==> config.mk <==
export PLATFORM = sky130hd
export DESIGN_NAME = ctrl_part4
export DESIGN_NICKNAME = d
export VERILOG_FILES = /design/src/rtl/ctrl_part4.sv
export SDC_FILE = /design/constraint.sdc
export NUM_CORES = 1
export LEC_CHECK = 0
export CORE_MARGIN = 2
export CORE_UTILIZATION = 54
export CTS_BUF_LIST = sky130_fd_sc_hd__clkbuf_2 sky130_fd_sc_hd__clkbuf_4 sky130_fd_sc_hd__clkbuf_8
export CTS_CLUSTER_DIAMETER = 100
export DETAILED_ROUTE_END_ITERATION = 8
export DONT_BUFFER_PORTS = 1
export GPL_TIMING_DRIVEN = 0
export HOLD_SLACK_MARGIN = 0.1
export PLACE_DENSITY_LB_ADDON = 0.08
export SLEW_MARGIN = 0
export SYNTH_ARGS = -nofsm -noshare
export SYNTH_HDL_FRONTEND = slang
export SYNTH_SLANG_ARGS = --single-unit
==> constraint.sdc <==
create_clock -name clk -period 2.8 [get_ports clk]
set_input_delay 0.28 -clock clk [delete_from_list [all_inputs] [get_ports clk]]
set_output_delay 0.28 -clock clk [all_outputs]
set_load 0.1 [all_outputs]
==> src/rtl/ctrl_part4.sv <==
// ctrl_part4: control FSM for the 8x8 matrix-vector multiplier datapath.
// Loads 64 W words and 8 x words, runs eight 8-term MAC passes (one per row)
// and hands each row result to a consumer over a valid/ready handshake.
// Ports:
//   clk, rst (async, active-low)                  clock and reset
//   start, reuse_w                                begin an operation, optionally skipping the W load
//   data_valid / in_ready                         input word handshake (data bus bypasses this block)
//   addr_x, wr_en_x, addr_w, wr_en_w              datapath memory addresses and write enables
//   clear_acc, en_acc                             datapath accumulator controls
//   result_valid / result_ready, row_idx          result handshake and row of the current result
//   busy, done                                    not-idle flag, one-cycle completion pulse
module ctrl_part4 (
    input  logic       clk,
    input  logic       rst,
    input  logic       start,
    input  logic       reuse_w,
    input  logic       data_valid,
    output logic       in_ready,
    output logic [2:0] addr_x,
    output logic       wr_en_x,
    output logic [5:0] addr_w,
    output logic       wr_en_w,
    output logic       clear_acc,
    output logic       en_acc,
    output logic       result_valid,
    input  logic       result_ready,
    output logic [2:0] row_idx,
    output logic       busy,
    output logic       done
);
    typedef enum logic [2:0] {S_IDLE, S_LOAD_W, S_LOAD_X, S_CLEAR, S_MAC, S_DRAIN, S_OUT} state_t;

    state_t     r_state, w_next;
    logic [5:0] r_wcnt;
    logic [2:0] r_xcnt, r_row, r_k;
    logic       r_w_loaded, r_done;

    always_ff @(posedge clk or negedge rst) begin
        if (!rst) r_state <= S_IDLE;
        else      r_state <= w_next;
    end

    always_comb begin
        w_next = r_state;
        case (r_state)
            S_IDLE:   if (start) w_next = (reuse_w && r_w_loaded) ? S_LOAD_X : S_LOAD_W;
            S_LOAD_W: if (data_valid && r_wcnt == 6'd63) w_next = S_LOAD_X;
            S_LOAD_X: if (data_valid && r_xcnt == 3'd7) w_next = S_CLEAR;
            S_CLEAR:  w_next = S_MAC;
            S_MAC:    if (r_k == 3'd7) w_next = S_DRAIN;
            S_DRAIN:  w_next = S_OUT;
            S_OUT:    if (result_ready) w_next = (r_row == 3'd7) ? S_IDLE : S_CLEAR;
            default:  w_next = S_IDLE;
        endcase
    end

    always_ff @(posedge clk or negedge rst) begin
        if (!rst) begin
            r_wcnt     <= '0;
            r_xcnt     <= '0;
            r_row      <= '0;
            r_k        <= '0;
            r_w_loaded <= 1'b0;
            r_done     <= 1'b0;
        end else begin
            r_done <= (r_state == S_OUT) && result_ready && (r_row == 3'd7);
            // Counters wrap naturally at their widths, so a full load leaves them at 0.
            if (r_state == S_LOAD_W && data_valid) begin
                r_wcnt <= r_wcnt + 6'd1;
                if (r_wcnt == 6'd63) r_w_loaded <= 1'b1;
            end
            if (r_state == S_LOAD_X && data_valid) begin
                r_xcnt <= r_xcnt + 3'd1;
                if (r_xcnt == 3'd7) r_row <= '0;
            end
            if (r_state == S_CLEAR) r_k <= 3'd1;
            if (r_state == S_MAC && r_k != 3'd7) r_k <= r_k + 3'd1;
            if (r_state == S_OUT && result_ready && r_row != 3'd7) r_row <= r_row + 3'd1;
        end
    end

    // DRAIN and OUT keep the addresses of the final MAC cycle (column 7).
    always_comb begin
        in_ready     = (r_state == S_LOAD_W) || (r_state == S_LOAD_X);
        wr_en_w      = (r_state == S_LOAD_W) && data_valid;
        wr_en_x      = (r_state == S_LOAD_X) && data_valid;
        addr_w       = (r_state == S_LOAD_W) ? r_wcnt :
                       (r_state == S_CLEAR)  ? {r_row, 3'd0} :
                       (r_state == S_MAC)    ? {r_row, r_k} :
                       (r_state == S_DRAIN || r_state == S_OUT) ? {r_row, 3'd7} : 6'd0;
        addr_x       = (r_state == S_LOAD_X) ? r_xcnt :
                       (r_state == S_MAC)    ? r_k :
                       (r_state == S_DRAIN || r_state == S_OUT) ? 3'd7 : 3'd0;
        clear_acc    = (r_state == S_CLEAR);
        en_acc       = (r_state == S_MAC) || (r_state == S_DRAIN);
        result_valid = (r_state == S_OUT);
        row_idx      = (r_state == S_OUT) ? r_row : 3'd0;
        busy         = (r_state != S_IDLE);
        done         = r_done;
    end
endmodule

==> key figures, run 1 <==
Worst setup path
  • Crit end category: output port
  • Critical Path RT: 2.52 ns
  • Setup Crit Path Kind: reg2out
  • CP Launch Point: r_state[2]
  • Arrival time worst endpoint: 2.30 ns
  • R2R Path Start: r_state[0]
  • Worst-path fanout max: 10
  • Startpoint types: flip-flop

Place
  • Gpl congestion: 0.816
  • Port bufs: 0
  • Post-detail-place hpwl: 2130 um

Synthesis
  • Sequential fraction of the synthesis area: 39.1%
  • Yosys warning count: 0
  • Post-Syn Area: 1280 um^2
  • Post-Syn Nets: 133
  • FFs w/ async S/R, synth: 100%
  • Cell count after synthesis: 120
  • Commonest cells in the netlist: dfrtp_1 (20), o21ai_0 (9), ha_1 (7)
  • Top cells by area, synth: dfrtp_1 (39%), ha_1 (6.8%), o21ai_0 (3.5%)
  • Syn_area_per_cell: 10.7 um^2
  • Top-area cell type share of the netlist area: 39.1%
  • Primary FF master, synth: dfrtp_1
  • Area leader, netlist: dfrtp_1
  • Yosys cell types: 42
  • Synthesized flop and latch total: 20
  • Number of synthesized flops with an enable pin: 0
  • Most numerous cell in the Yosys netlist: dfrtp_1

CTS
  • CTS tree: done
  • Worst-path clk slew: 0.11 ns
  • Max Buffers Root-to-Sink: 2
  • Setup Fix Bufs, Post-CTS: 0
  • Clock Tree Root: clkbuf_4
  • Htree depth: 1
  • Worst-skew pair later-pin latency: 0.29 ns
  • Clk sinks: 20
  • TritonCTS Buffers: 3

Timing
  • Hold_ws: 0.141 ns
  • Final setup vio count: 0
  • Max-slew violations: 0
  • Fmax: 0.387 GHz
  • Fin crit period: 2.58 ns
  • Worst Clk Skew: 0.00147 ns
  • Final hold viol count: 0
  • Final period util: 92.2%
  • Relative max-transition margin: 24.6%
  • Tightest Pin Transition: 1.12 ns
  • RSZ-0062 raised after global routing: false

Worst hold path
  • Hold Startpoint: result_ready
  • Hold Crit Class: in2reg

GRT
  • Largest net degree at the start of global routing: 21
  • All-layer global routing usage: 22.8%
  • Global-route wire length before repair: 4590 um
  • Grt ovf: 0
  • Vias in the first global route: 976
  • Initial antenna violation count: 0

Routing
  • Post-route ant nets: 0
  • Drt total wl: 2820 um
  • Total iterations of the first detailed-routing run: 4
  • Via density: 6.48
  • Vias: 1005
  • Avg WL per Cell: 18.2 um
  • Drt drc: 0
  • Initial drt markers: 19

Die
  • Die area: 2770 um^2
  • Initial Utilization: 57.3%
  • Chip Width: 52.7 um
  • Die height: 52.7 um
  • Core Area: 2230 um^2
  • Ports: 26
  • Row Count: 17

Run status
  • Run status: completed

Final layout
  • Layout cells sized above 1: 27.6%
  • Antenna diodes: 0
  • Synthesis-to-finish area growth: 13.5%
  • Post-layout nets: 141

Job
  • Max-Cap Viols: 0
## worst paths after layout
| kind | end | slack, ns | cells after the start |
|---|---|---|---|
| worst max-delay path | addr_w[3] | 0.22 | 4 |
| worst min-delay path | done | 0.14 | 1 |
| worst max register to register | done | 0.79 | 4 |
| worst min register to register | r_w_loaded | 0.52 | 1 |
| max in group asynchronous | r_xcnt[0] | 1.69 | 1 |
| min in group asynchronous | r_k[1] | 0.55 | 1 |
## sequential cells by signal, indices dropped and copies added (netlist names)
signal	cells
r_wcnt	6
r_row	3
r_state	3
r_w_loaded	1
r_xcnt	3
done	1
r_k	3
## repair_timing
action / 4_1_cts / 5_1_grt
hold endpoints to repair: 20 / 0
resized for setup: 0 / 3
hold buffers: 1 / 0
setup endpoints to repair: 0 / 3
## layer usage
layer | vias up | track usage [%] | wire, um
met1 | 509 | 30.9 | 1260
met3 | 2 | 4.29 | 143
met5 | - | 0 | 0
li1 | 465 | - | -
met2 | 29 | 37.5 | 1410
met4 | 0 | 5.13 | 9
## per-stage QoR
stage,std cells,TNS (ns),util (%),area [um^2],worst slack (ns)
after global placement,148,-0.404,58.8,1310,-0.118
final,155,0,65.0,1450,0.218
after detailed placement,150,0,61.9,1380,0.438
after global routing,155,0,65.0,1450,0.116
after CTS,155,0,64.0,1430,0.0767
after floorplan,120,0,-,1280,0.116
## placed cells by master, fill, tap and decap left out, types with 3 or more instances in the layout
cell type and instances:
ha_1 7, buf_2 4, o21ai_0 9, dfrtp_1 20, o2bb2ai_2 3, o21a_1 3, and3_1 5, xnor2_1 4
clkbuf_4 3, o221a_2 4, nor2b_1 3, a22oi_1 4, mux2_2 4, nand2_1 4, a21oi_4 3, buf_6 3
## area by class of cell
type	instances	area, um^2
plain buffers	9	65.1
clock buffers	4	36.3
fillers	173	782
inverters	1	3.75
multi-input cells	90	769
flip-flops and latches	20	500
well taps	28	35.0
repair buffers	3	41.3
## worst max-delay path, stage by stage, from the launching register on
cell       delay [ns]
dfrtp_1          0.46
buf_2            0.21
nor2b_1          0.30
a22oi_1          0.14
o2bb2ai_2        0.89
## cell families after synthesis
kind of cell / after synthesis / share of synthesized area, %
multiplexers: 5 / 4.31
adder cells (fa/ha/maj): 7 / 6.85
buffers and inverters: 10 / 5.38
AND/OR/NAND/NOR: 33 / 16.7
XOR/XNOR: 7 / 5.38
AO/OA/AOI/OAI: 38 / 22.2
flip-flops: 20 / 39.1
Power of run 1 is not shown: default switching activity piles up to over one toggle a cycle in this logic, so the estimate is an artifact.
==> inputs of run 2 (changes only) <==
==> constraint.sdc (replaced) <==
create_clock -name clk -period 3.1 [get_ports clk]
set_input_delay 0.31 -clock clk [delete_from_list [all_inputs] [get_ports clk]]
set_output_delay 0.31 -clock clk [all_outputs]
set_load 0.1 [all_outputs]
==> run 2 against run 1 <==
  * Count of clock-buffer cells in the layout unchanged
  * Die area unchanged
  * Routed wire length decreased by 0.18%
  * Core utilization decreased by 1.0 points
  * Hold slack improved by 0.029 ns
  * Global-route usage unchanged
  * Critical path depth unchanged
  * Setup slack improved by 0.12 ns
  * Via count decreased by 0.90%
  * Critical endpoint is now addr_x[1]
  * Highest routed layer unchanged
==> key figures, run 2 (same netlist as run 1, synthesis figures left out) <==
Run status
  • Run status: completed

CTS
  • Clock Tree Root: clkbuf_4
  • CTS tree: done
  • Setup Fix Bufs, Post-CTS: 0
  • Worst-path clk slew: 0.11 ns
  • Clk sinks: 20
  • Worst-skew pair later-pin latency: 0.30 ns
  • # resized after CTS: 0
  • TritonCTS Buffers: 3
  • Htree depth: 1
  • Max Buffers Root-to-Sink: 2

Final layout
  • Layout cells sized above 1: 27.6%
  • Design Area, Final: 1430 um^2
  • Synthesis-to-finish area growth: 11.7%
  • Register Area: 500 um^2
  • Max FFs per register: 6
  • Most common cell after layout, fill and taps aside: dfrtp_1
  • Post-layout nets: 141
  • Register name with the most flops: r_wcnt
  • Fillers: 178
  • Area occupied by multi-input gates: 747 um^2
  • Antenna diodes: 0
  • Most frequent cells in the layout: dfrtp_1 (20), o21ai_0 (9), ha_1 (7)

Timing
  • Final hold viol count: 0
  • Tightest Pin Transition: 1.19 ns
  • Relative max-transition margin: 21.0%
  • Worst Clk Skew: 0.00120 ns
  • Final setup vio count: 0
  • Fin crit period: 2.76 ns
  • Setup_tns: 0 ns
  • Final WS setup: 0.336 ns
  • Hold_ws: 0.170 ns
  • RSZ-0062 raised after global routing: false
  • Max-slew violations: 0
  • Final period util: 89.2%
  • Fmax: 0.362 GHz

Worst setup path
  • Setup Crit Path Kind: reg2out
  • Slowest stage delay, CP: 0.92 ns
  • Arrival time worst endpoint: 2.45 ns
  • Critical Path RT: 2.79 ns
  • Slowest CP cell: a21oi_2
  • Reg2Reg Depth: 4
  • R2r setup slk: 1.09 ns
  • RR Endpoint: done
  • Worst-path fanout max: 10
  • Crit end category: output port
  • Startpoint types: flip-flop
  • R2R Path Start: r_state[0]
  • Worst path cell trace: buf_2 -> clkbuf_1 -> o21ai_0 -> a21oi_2

Die
  • Core Area: 2230 um^2
  • Row Count: 17
  • Ports: 26
  • Initial Utilization: 57.3%
  • Die height: 52.7 um
  • Die area: 2770 um^2
  • Chip Width: 52.7 um

Routing
  • Avg WL per Cell: 18.2 um
  • Drt drc: 0
  • Drt total wl: 2820 um
  • Via density: 6.43
  • Total iterations of the first detailed-routing run: 4
  • Post-route ant nets: 0
  • Vias: 996
  • Initial drt markers: 18

Job
  • Max-Cap Viols: 0

Worst hold path
  • Hold Startpoint: result_ready
  • Hold Crit Class: in2reg
  • Hold Path Sink: done
  • Hold path depth: 1

GRT
  • Largest net degree at the start of global routing: 21
  • All-layer global routing usage: 22.8%
  • Initial antenna violation count: 0
  • Vias in the first global route: 976
  • Global-route wire length before repair: 4590 um
  • Grt ovf: 0

Place
  • Post-detail-place hpwl: 2130 um
  • Port bufs: 0
  • Gpl congestion: 0.816
  • DP Area: 1380 um^2
  • Post-place setup slack: 0.708 ns
==> run 2: how the worst max path moves through the flow <==
stage                 to  slack, ns  startpoint  cells past startpoint
3_5_place_dp   addr_x[1]       0.71  r_state[2]                      4
5_1_grt        addr_x[1]       0.20  r_state[2]                      4
4_1_cts        addr_x[1]       0.35  r_state[2]                      4
2_1_floorplan  addr_x[0]       0.39  r_state[2]                      4
6_report       addr_x[1]       0.34  r_state[2]                      4
3_3_place_gp   addr_x[1]       0.15  r_state[2]                      4
==> run 2: area by class of cell <==
type | instances | area share (%)
multi-input cells | 90 | 52.3
flip-flops and latches | 20 | 35.0
clock buffers | 4 | 2.54
plain buffers | 9 | 4.55
well taps | 28 | 2.45
repair buffers | 3 | 2.89
inverters | 1 | 0.263
==> run 2: critical path: cells and delay by family (launching register included) <==
family / cells / cell delay (ns)
buf+inv: 2 / 0.59
compound gates: 2 / 1.12
flops: 1 / 0.46
==> run 2: metrics by stage <==
step	std cells	utilization, %
final	155	64.0
after global routing	155	64.0
after CTS	155	64.0
after detailed placement	150	61.9
after global placement	148	58.8
after floorplan	120	-
==> run 2: routing by layer <==
metal  vias to the layer above  wire, um  global-route usage [%]  share of wire [%]
met4                         0         9                    5.13               0.32
met3                         2       118                    4.29                4.2
li1                        466         -                       -                  -
met2                        24      1400                    37.5                 50
met1                       504      1290                    30.9                 46
met5                         -         0                       0                  0
==> run 2: what timing repair did <==
action | in CTS | in global routing
endpoints found under the hold margin | 20 | 0
hold buffers | 1 | 0
endpoints found under the setup margin | 0 | 0
Power of run 2 is left out for the same reason.
